File: src/rtl/dmem_vec_loader_pkg.sv
// dmem_loader_pkg: shared types and default sizing for the vector loader.
// Optional bounds checking in the loader is enabled by DMEM_LOADER_BOUNDS_CHECK_EN.
package dmem_loader_pkg;

    localparam int VEC_W    = 192;
    localparam int ROM_SIZE = 150000;
    localparam int ADDR_W   = 18;

    typedef enum logic [1:0] {
        IDLE,
        FETCH,
        DRAIN,
        DONE
    } loader_state_t;

    typedef struct packed {
        logic [VEC_W-1:0] data;
        logic             last;
    } vec_beat_t;

endpackage

File: src/rtl/dmem_vec_loader_if.sv
// dmem_vec_loader_if: valid/ready vector stream toward the register file.
// master drives beats, slave applies back-pressure.
interface dmem_vec_loader_if
    import dmem_loader_pkg::*;
#(
    parameter int V = VEC_W
);

    logic         out_valid;
    logic         out_ready;
    logic [V-1:0] out_data;
    logic         out_last;

    modport master (
        output out_valid,
        output out_data,
        output out_last,
        input  out_ready
    );

    modport slave (
        input  out_valid,
        input  out_data,
        input  out_last,
        output out_ready
    );

endinterface

File: src/rtl/dmem_vec_loader_vec_skid_fifo.sv
// vec_skid_fifo: DEPTH-entry circular buffer of vector beats.
// Head falls through; push and pop in the same cycle keep occupancy.
module vec_skid_fifo
    import dmem_loader_pkg::*;
#(
    parameter int DEPTH = 2
) (
    input  logic      clk,
    input  logic      rst,
    input  logic      push,
    input  vec_beat_t din,
    input  logic      pop,
    output vec_beat_t head,
    output logic      full,
    output logic      empty,
    output logic      one_left
);

    localparam int PW = $clog2(DEPTH);

    vec_beat_t       mem [DEPTH];
    logic [PW-1:0]   wr_ptr;
    logic [PW-1:0]   rd_ptr;
    logic [PW:0]     cnt;

    always_ff @(posedge clk) begin
        if (rst) begin
            wr_ptr <= '0;
            rd_ptr <= '0;
            cnt    <= '0;
        end else begin
            if (push) begin
                wr_ptr <= wr_ptr + PW'(1);
            end
            if (pop) begin
                rd_ptr <= rd_ptr + PW'(1);
            end
            cnt <= cnt + (PW+1)'(push) - (PW+1)'(pop);
        end
    end

    // Storage needs no reset: the head is only used while non-empty.
    always_ff @(posedge clk) begin
        if (push) begin
            mem[wr_ptr] <= din;
        end
    end

    assign head     = mem[rd_ptr];
    assign full     = (cnt == (PW+1)'(DEPTH));
    assign empty    = (cnt == '0);
    assign one_left = (cnt == (PW+1)'(1));

endmodule

File: src/rtl/dmem_vec_loader.sv
// dmem_vec_loader: walks ROM words and streams them out through a small buffer.
// Define DMEM_LOADER_BOUNDS_CHECK_EN to add out-of-range zeroing and the err flag.
module dmem_vec_loader
    import dmem_loader_pkg::*;
#(
    parameter int V     = VEC_W,
    parameter int SIZE  = ROM_SIZE,
    parameter int AW    = ADDR_W,
    parameter int DEPTH = 2
) (
    input  logic          clk,
    input  logic          rst,
    input  logic          start,
    input  logic [AW-1:0] base_addr,
    input  logic [AW-1:0] count,
    output logic          busy,
    output logic          done,
    output logic          rom_vec_op,
    output logic [V-1:0]  rom_addr,
    input  logic [V-1:0]  rom_rd,
`ifdef DMEM_LOADER_BOUNDS_CHECK_EN
    output logic          err,
`endif
    dmem_vec_loader_if.master out_if
);

    localparam logic [1:0] S_IDLE  = IDLE;
    localparam logic [1:0] S_FETCH = FETCH;
    localparam logic [1:0] S_DRAIN = DRAIN;
    localparam logic [1:0] S_DONE  = DONE;

    logic [1:0]    state;
    logic [AW-1:0] addr;
    logic [AW-1:0] rem;
    logic          full;
    logic          empty;
    logic          one_left;
    logic          pop;
    logic          issue;
    vec_beat_t     tail;
    vec_beat_t     head;

    assign pop   = !empty && out_if.out_ready;
    assign issue = (state == S_FETCH) && (!full || pop);

`ifdef DMEM_LOADER_BOUNDS_CHECK_EN
    logic oob;
    assign oob = ({1'b0, addr} >= (AW+1)'(SIZE));
`endif

    always_comb begin
        tail.last = (rem == AW'(1));
        tail.data = rom_rd;
`ifdef DMEM_LOADER_BOUNDS_CHECK_EN
        if (oob) begin
            tail.data = '0;
        end
`endif
    end

    always_ff @(posedge clk) begin
        if (rst) begin
            state <= S_IDLE;
            addr  <= '0;
            rem   <= '0;
        end else begin
            unique case (state)
                S_IDLE: begin
                    if (start) begin
                        addr  <= base_addr;
                        rem   <= count;
                        state <= (count != '0) ? S_FETCH : S_DONE;
                    end
                end
                S_FETCH: begin
                    if (issue) begin
                        addr <= addr + AW'(1);
                        rem  <= rem - AW'(1);
                        if (rem == AW'(1)) begin
                            state <= S_DRAIN;
                        end
                    end
                end
                // Leave as the final beat is popped so done lands one cycle later.
                S_DRAIN: begin
                    if (empty || (one_left && pop)) begin
                        state <= S_DONE;
                    end
                end
                S_DONE: begin
                    state <= S_IDLE;
                end
                default: begin
                    state <= S_IDLE;
                end
            endcase
        end
    end

`ifdef DMEM_LOADER_BOUNDS_CHECK_EN
    always_ff @(posedge clk) begin
        if (rst) begin
            err <= 1'b0;
        end else if (state == S_IDLE && start) begin
            err <= 1'b0;
        end else if (issue && oob) begin
            err <= 1'b1;
        end
    end
`endif

    vec_skid_fifo #(
        .DEPTH(DEPTH)
    ) u_fifo (
        .clk     (clk),
        .rst     (rst),
        .push    (issue),
        .din     (tail),
        .pop     (pop),
        .head    (head),
        .full    (full),
        .empty   (empty),
        .one_left(one_left)
    );

    assign busy       = (state != S_IDLE);
    assign done       = (state == S_DONE);
    assign rom_vec_op = (state == S_FETCH);
    assign rom_addr   = {{(V-AW){1'b0}}, addr};

    assign out_if.out_valid = !empty;
    assign out_if.out_data  = empty ? '0 : head.data;
    assign out_if.out_last  = !empty && head.last;

endmodule

File: src/flat_wrapper.sv
// flat-port wrapper written by rule: the top's interface ports become plain ports
module dmem_vec_loader_flat import dmem_loader_pkg::*;
#(
    parameter int V     = VEC_W,
    parameter int SIZE  = ROM_SIZE,
    parameter int AW    = ADDR_W,
    parameter int DEPTH = 2
)
  (clk, rst, start, base_addr, count, busy, done, rom_vec_op, rom_addr, rom_rd, out_if_out_valid, out_if_out_data, out_if_out_last, out_if_out_ready);
  dmem_vec_loader_if #(.V(V)) out_if_i ();
  input  logic clk;
  input  logic rst;
  input  logic start;
  input  logic [AW-1:0] base_addr;
  input  logic [AW-1:0] count;
  output logic busy;
  output logic done;
  output logic rom_vec_op;
  output logic [V-1:0] rom_addr;
  input  logic [V-1:0] rom_rd;
  output wire logic [$bits(out_if_i.out_valid)-1:0] out_if_out_valid;
  output wire logic [$bits(out_if_i.out_data)-1:0] out_if_out_data;
  output wire logic [$bits(out_if_i.out_last)-1:0] out_if_out_last;
  input wire logic [$bits(out_if_i.out_ready)-1:0] out_if_out_ready;
  assign out_if_out_valid = out_if_i.out_valid;
  assign out_if_out_data = out_if_i.out_data;
  assign out_if_out_last = out_if_i.out_last;
  assign out_if_i.out_ready = out_if_out_ready;
  dmem_vec_loader #(.V(V), .SIZE(SIZE), .AW(AW), .DEPTH(DEPTH)) u_core (.clk(clk), .rst(rst), .start(start), .base_addr(base_addr), .count(count), .busy(busy), .done(done), .rom_vec_op(rom_vec_op), .rom_addr(rom_addr), .rom_rd(rom_rd), .out_if(out_if_i));
endmodule
File: config.mk
export PLATFORM = sky130hd
export DESIGN_NAME = dmem_vec_loader_flat
export DESIGN_NICKNAME = d
export VERILOG_FILES = /design/src/rtl/dmem_vec_loader_pkg.sv /design/src/rtl/dmem_vec_loader_if.sv /design/src/rtl/dmem_vec_loader_vec_skid_fifo.sv /design/src/rtl/dmem_vec_loader.sv /design/src/flat_wrapper.sv
export SDC_FILE = /design/constraint.sdc
export NUM_CORES = 1
export LEC_CHECK = 0
export CORE_MARGIN = 3
export CORE_UTILIZATION = 30
export DETAILED_ROUTE_END_ITERATION = 7
export GPL_TIMING_DRIVEN = 0
export SKIP_LAST_GASP = 1
export SYNTH_ARGS = -nofsm -noshare
export SYNTH_HDL_FRONTEND = slang
export SYNTH_SLANG_ARGS = --single-unit
File: constraint.sdc
create_clock -name clk -period 11.9 [get_ports clk]
set_input_delay 1.19 -clock clk [delete_from_list [all_inputs] [get_ports clk]]
set_output_delay 1.19 -clock clk [all_outputs]
set_load 0.1 [all_outputs]
==> metrics.md, run 1 <==
| Metric | Value |
|---|---|
| Status | finished clean |
| Filler cells | about 5600 |
| Critical path startpoint category | flip-flop |
| Async S/R FF share, synth | 0 |
| DRC viols | 0 |
| Most frequent cells in the layout | clkdlybuf4s50_1 (446), edfxtp_1 (386), nor2_1 (213) |
| IO Port Bufs | roughly 450 |
| Io pins | 621 |
| Initial antenna violation count | 18 |
| Worst-margin pin slew | around 1200 ps |
| Clock Path Buffers | 3 |
| Fin cells | 2856 |
| Area of the multi-input gates | 5150 sq um |
| RSZ-0062 raised after global routing | no |
| Sequential share of the synthesized area | 0.671 |
| Setup Skew | 14.0 ps |
| Tmin final | between 5000 and 6000 ps |
| Yosys reg bits | between 400 and 500 |
| Crit. End Element | output pin |
| Synthesis-to-layout area growth | 43.0% |
| Mapped Cells | 1355 |
| Synth unique cells | 61 |
| Mapped Area | about 19000 sq um |
| Clock Latency Late Sink | around 580 ps |
| Placed Instances | 2766 |
| Max FO, Critical Path | 10 |
| Power Density | 294 nW/um^2 |
| TritonRoute pass-1 iters | 5 |
| GRT overflow | 0 |
| Final-report hold violation count | 0 |
| Post-CTS Hold Buffers | 0 |
| Post-Route WL | 55000 um |
| Reg clk slew, reported paths | 60 ps |
| Register area | 12500 sq um |
| Largest net degree at the start of global routing | 56 |
| TritonCTS Buffers | 46 |
| Nets@finish | 2273 |
| WP data arrival | 4030 ps |
| Predominant post-synthesis flop cell | edfxtp_1 |
| DP HPWL | 41500 um |
| # resized after CTS | 0 |
| 1st-iter DRT viols | between 600 and 700 |
| Root buffer cell | clkbuf_16 |
| Post-synth EDFFs | around 390 |
| Post-CTS setup buffer count | 0 |
| Hold Path Class | reg2reg |
| Max VDD drop | 228 uV |
| RD Place Congestion | 0.885 |
| Via count of the routed design | 12500 |
| Rows | 90 |
| Antenna viol nets, final | 0 |
| LEAKAGE | 9.42 nW |
| Die width | 255 um |
| Crit share post-route | 0.439 |
| Yosys warns | 0 |
| Cell area after layout | approximately 27000 sq um |
| Rel. slew slack | 0.214 |
| Slew Limit Fails | 0 |
| Initial Utilization | 0.305 |
| Mean post-synth cell area | roughly 14 sq um |
| # setup viols final | 0 |
| CTS H-tree lvls | 2 |
| Die area | 64900 sq um |
| Vias in the first global route | about 12000 |
| Die H | 255 um |
| Maxcap violations | 0 |
| Via/cell ratio | between 4 and 5 |
| Core Footprint | ~61000 sq um |
| Routed wire per std cell | 19.2 um |
| Gr usage total | 0.161 |
| Critical path type | reg2out |
| Share of layout cells above drive strength 1 | 0.134 |
| Worst Path Required | 10710 ps |
| CTS tree | done |
| DP Area | around 25000 sq um |
| Max Clk Rate | 192 MHz |
| Hold WS | approximately 500 ps |
| CTS sink cnt | approximately 430 |
| First-pass GRT wire length | 78000 um |
| Post-layout util | 0.437 |
| Leading cell type in the layout, fill and taps excluded | clkdlybuf4s50_1 |
[where the power goes]
group / total, mW / switching [mW] / internal, mW / leakage [nW]
Sequential: 2.16 / 0.135 / 2.03 / 3.88
Clock: 1.54 / 0.605 / 0.932 / 0.780
Combinational: 4.09 / 3.13 / 0.965 / 4.76
[path summary, 6_finish.rpt]
path,start,end,slack [ps],cells after the start
hold / removal,u_core.rem[9],u_core.rem[9],510,2
setup / recovery,flip-flop,out_if_out_data[60],6680,6
setup reg to reg,u_core.state[1],u_core.u_fifo.mem[0][52],7840,11
hold reg to reg,u_core.rem[9],u_core.rem[9],510,2
[layout make-up]
| cell class | count | share of cell area |
|---|---|---|
| Multi-Input combinational cell | 845 | 0.194 |
| Timing Repair Buffer | 456 | 0.177 |
| Buffer | 242 | 0.0598 |
| Tap cell | 782 | 0.0369 |
| Inverter | 12 | 0.00170 |
| Clock buffer | 52 | 0.0442 |
| Antenna cell | 6 | 0.000566 |
| Clock inverter | 32 | 0.0172 |
| Sequential cell | 429 | 0.469 |
[routing by layer]
metal / routed length (um) / share of wire / track usage
met1: 19600 / 0.36 / 0.177
met2: 27700 / 0.50 / 0.281
met3: 6000 / 0.11 / 0.0654
met4: 1550 / 0.028 / 0.0586
met5: 91 / 0.0017 / 0
[metrics by stage]
step | setup TNS (ps) | worst slack [ps] | power [mW]
2_1_floorplan | 0 | 964 | 5.31
3_5_place_dp | 0 | 7070 | 6.31
3_3_place_gp | -825260 | -4300 | 6.38
4_1_cts | 0 | 6420 | 7.87
5_1_grt | 0 | 6360 | 8.12
6_report | 0 | 6680 | 7.79
[Yosys cell counts, drive strengths merged (2+ instances only)]
cell | count | area (sq um)
nand4 | 10 | 62.6
buf | 197 | 1420
a211oi | 8 | 60.1
o2bb2ai | 4 | 35.0
nand3b | 2 | 15.0
o32ai | 2 | 17.5
mux2i | 198 | 1980
o41ai | 2 | 17.5
clkbuf | 45 | 169
or4 | 6 | 45.0
a21oi | 33 | 165
nand2b | 5 | 31.3
and4 | 2 | 17.5
a21o | 5 | 37.5
dfxtp | 43 | 861
o211ai | 7 | 52.6
or3b | 2 | 17.5
or2 | 5 | 31.3
nor2 | 214 | 803
o31ai | 3 | 22.5
a31o | 2 | 17.5
and4bb | 2 | 28.8
o21ai | 19 | 95.1
a311oi | 3 | 26.3
nand3 | 13 | 65.1
o31a | 3 | 26.3
xnor2 | 2 | 17.5
inv | 12 | 45.0
nor3 | 11 | 55.1
mux2 | 2 | 22.5
ha | 9 | 113
nand2 | 28 | 105
and2 | 4 | 25.0
a31oi | 9 | 56.3
nor4 | 15 | 115
nor3b | 11 | 82.6
xor2 | 2 | 17.5
or3 | 6 | 37.5
edfxtp | 386 | 11600
nor2b | 6 | 37.5
o21a | 2 | 15.0
o22ai | 3 | 18.8
[cell families (layout without fill, tap and decap cells)]
logic type,after synthesis,count (layout),share of synthesized area
other cells,1,180,0.000202
xor+xnor,4,4,0.00189
flops,429,429,0.671
buf+inv,254,794,0.0879
mux,200,200,0.108
simple gates,345,345,0.0861
compound gates,113,113,0.0394
fa+ha+maj,9,9,0.00606
[state kept, by name, summed over array words and instances, names as in the netlist, named ones only]
register              count
u_core.addr              18
u_core.u_fifo.cnt         2
u_core.u_fifo.mem       386
u_core.u_fifo.rd_ptr      1
u_core.rem               18
u_core.state              2
u_core.u_fifo.wr_ptr      1
[critical path, stage by stage (launching register included)]
cell and delay (ps):
dfxtp_1 300, clkbuf_1 180, clkbuf_1 610, clkbuf_1 710
mux2i_1 300, nor2_1 180, clkdlybuf4s50_1 1150
No activity file was read; power rests on OpenSTA's default activity.
==> inputs of run 2 (changes only) <==
==> constraint.sdc (replaced) <==
create_clock -name clk -period 4.5 [get_ports clk]
set_input_delay 0.45 -clock clk [delete_from_list [all_inputs] [get_ports clk]]
set_output_delay 0.45 -clock clk [all_outputs]
set_load 0.1 [all_outputs]
==> run 2 against run 1 <==
  * Worst setup slack got worse by 6400 ps
  * Clock-buffer cell count grew 4
  * Worst hold slack worse by 72 ps
  * Combinational power increased to 2.6 times the previous value
  * Clock skew increased by 2.6 ps
  * Via count grew 0.37%
  * Sequential share of layout area down 0.24 points
==> metrics.md, run 2 (same netlist as run 1, synthesis figures left out) <==
| Metric | Value |
|---|---|
| Max Clk Rate | 237 MHz |
| Initial Utilization | 0.305 |
| RD Place Congestion | 0.839 |
| Pint | between 10 and 15 mW |
| TritonCTS Buffers | 47 |
| 1st-iter DRT viols | 634 |
| Setup tns final | 0 ps |
| Most frequent cells in the layout | edfxtp_1 (386), clkdlybuf4s50_1 (346), nor2_1 (213) |
| IO Port Bufs | around 450 |
| DP Area | 25000 sq um |
| Largest net degree at the start of global routing | 55 |
| Reg clk slew, reported paths | roughly 60 ps |
| Via count of the routed design | roughly 13000 |
| Post-Route WL | 54600 um |
| Worst-margin pin slew | 1130 ps |
| Critical path type | reg2out |
| Leading cell type in the layout, fill and taps excluded | edfxtp_1 |
| CTS sink cnt | 429 |
| # setup viols final | 0 |
| Slowest CP cell | dlygate4sd2_1 |
| Highest metal used | met5 |
| Final-report hold violation count | 0 |
| LEAKAGE | between 10 and 15 nW |
| Vias in the first global route | around 12000 |
| Pre-CTS WS | 435 ps |
| CP most frequent cell | clkbuf_1 |
| Switching share of total power | 0.501 |
| DRC viols | 0 |
| Die H | 255 um |
| Gr usage total | 0.159 |
| DP HPWL | 40700 um |
| Worst Path Required | 4050 ps |
| Max FFs per register | approximately 390 |
| TritonRoute pass-1 iters | 5 |
| Max FO, Critical Path | 10 |
| Post-CTS Hold Buffers | 0 |
| Metal2 WL | 27400 um |
| First-pass GRT wire length | slightly below 80000 um |
| Die width | between 200 and 300 um |
| Biggest cell delay along the critical path | ~920 ps |
| Power Density | between 700 and 800 nW/um^2 |
| Critical path startpoint category | flip-flop |
| Maxcap violations | 0 |
| Routed met3 length | 5520 um |
| Crit. End Element | output pin |
| CP cell instances | clkbuf_1, clkbuf_1, clkbuf_1, mux2i_1, nor2_1, dlygate4sd2_1 |
| Nets@finish | 2275 |
| Share of total power in the clock network | 0.193 |
| Slew Limit Fails | 0 |
| Routed wire per std cell | 19.1 um |
| Crit share post-route | 0.937 |
| Biggest regs | u_core.u_fifo.mem (386), u_core.addr (18), u_core.rem (18) |
| CTS tree | done |
| Synthesis-to-layout area growth | 43.7% |
| Most flop-heavy register | u_core.u_fifo.mem |
| Share of layout cells above drive strength 1 | 0.134 |
| Core Footprint | 60800 sq um |
| WP data arrival | ~3800 ps |
| PnR Total Power | around 20 mW |
| Rows | 90 |
| Io pins | 621 |
| Setup Skew | 16.5 ps |
| WL met1 | 20100 um |
| Max VDD drop | 518 uV |
| RSZ-0062 raised after global routing | no |
| Final WS setup | 282 ps |
| Root buffer cell | clkbuf_16 |
| Die area | 64900 sq um |
| Register share of total power | 0.280 |
| GRT overflow | 0 |
| Status | finished clean |
| Clock Latency Late Sink | between 500 and 600 ps |
| Sw Pwr | 10.2 mW |
| Via/cell ratio | 4.40 |
| Initial antenna violation count | 17 |
| Post-CTS setup buffer count | 0 |
| Clock Path Buffers | 3 |
| Cell area after layout | 26700 sq um |
| Antenna viol nets, final | 0 |
| Tmin final | about 4200 ps |
| Rel. slew slack | 0.251 |
| CTS H-tree lvls | 2 |
| Hold Path Class | in2reg |
| Share of power burned in combinational logic | 0.526 |
[run 2: cell count changes in the layout (fill, tap and decap cells not counted), sizes merged]
cell | before | now
clkinvlp | 5 | 1
dlymetal6s2s | 0 | 61
clkdlybuf4s50 | 446 | 346
bufinv | 10 | 7
buf | 207 | 208
diode | 6 | 8
clkbuf | 97 | 101
clkinv | 15 | 21
dlygate4sd2 | 0 | 39
[run 2: cell type report]
cell class | count | area [sq um]
Clock inverter | 31 | 387
Multi-Input combinational cell | 845 | 5170
Antenna cell | 8 | 20.0
Timing Repair Buffer | 457 | 4830
Inverter | 12 | 45.0
Clock buffer | 56 | 1210
Buffer | 242 | 1610
Tap cell | 782 | 978
Sequential cell | 429 | 12500
Fill cell | 5563 | 34100
[run 2: worst paths after layout]
path | startpoint | to | slack, ps | depth (start not counted)
worst max register to register | u_core.state[1] | u_core.u_fifo.mem[1][34] | 870 | 8
worst max-delay path | flip-flop | out_if_out_data[62] | 280 | 6
worst min register to register | u_core.rem[9] | u_core.rem[9] | 500 | 2
worst min-delay path | rom_rd[74] | u_core.u_fifo.mem[1][75] | 440 | 1
[run 2: routing by layer]
| layer | track usage | vias to the layer above |
|---|---|---|
| li1 | - | 5997 |
| met3 | 0.0595 | 101 |
| met5 | 0 | - |
| met1 | 0.182 | 5929 |
| met4 | 0.0573 | 10 |
| met2 | 0.274 | 559 |
[run 2: worst max-delay path: cells and delay by family, from the launching register on]
kind / cells / cell delay, ps
buffers and inverters: 4 / 2400
flip-flops: 1 / 300
multiplexers: 1 / 160
AND/OR/NAND/NOR: 1 / 300
[run 2: what timing repair did]
item,CTS,global route
gates resized for setup,40,61
pin swaps,0,0
endpoints found under the setup margin,40,61
endpoints found under the hold margin,0,0
[run 2: per-stage QoR]
step	util	hold WS, ps	instances
2_1_floorplan	-	457	1528
5_1_grt	0.439	406	2858
3_3_place_gp	0.406	485	2756
3_5_place_dp	0.411	489	2767
4_1_cts	0.436	388	2854
6_report	0.439	439	2862
[run 2: power groups by stage]
| stage | combinational (mW) | sequential, mW | clock, mW |
|---|---|---|---|
| 6_report | 10.7 | 5.73 | 3.95 |
| 5_1_grt | 11.3 | 5.81 | 4.24 |
| 4_1_cts | 10.9 | 5.72 | 4.08 |
| 3_5_place_dp | 10.9 | 5.80 | 0 |
| 3_3_place_gp | 10.7 | 5.91 | 0 |
| 2_1_floorplan | 7.71 | 6.20 | 0 |
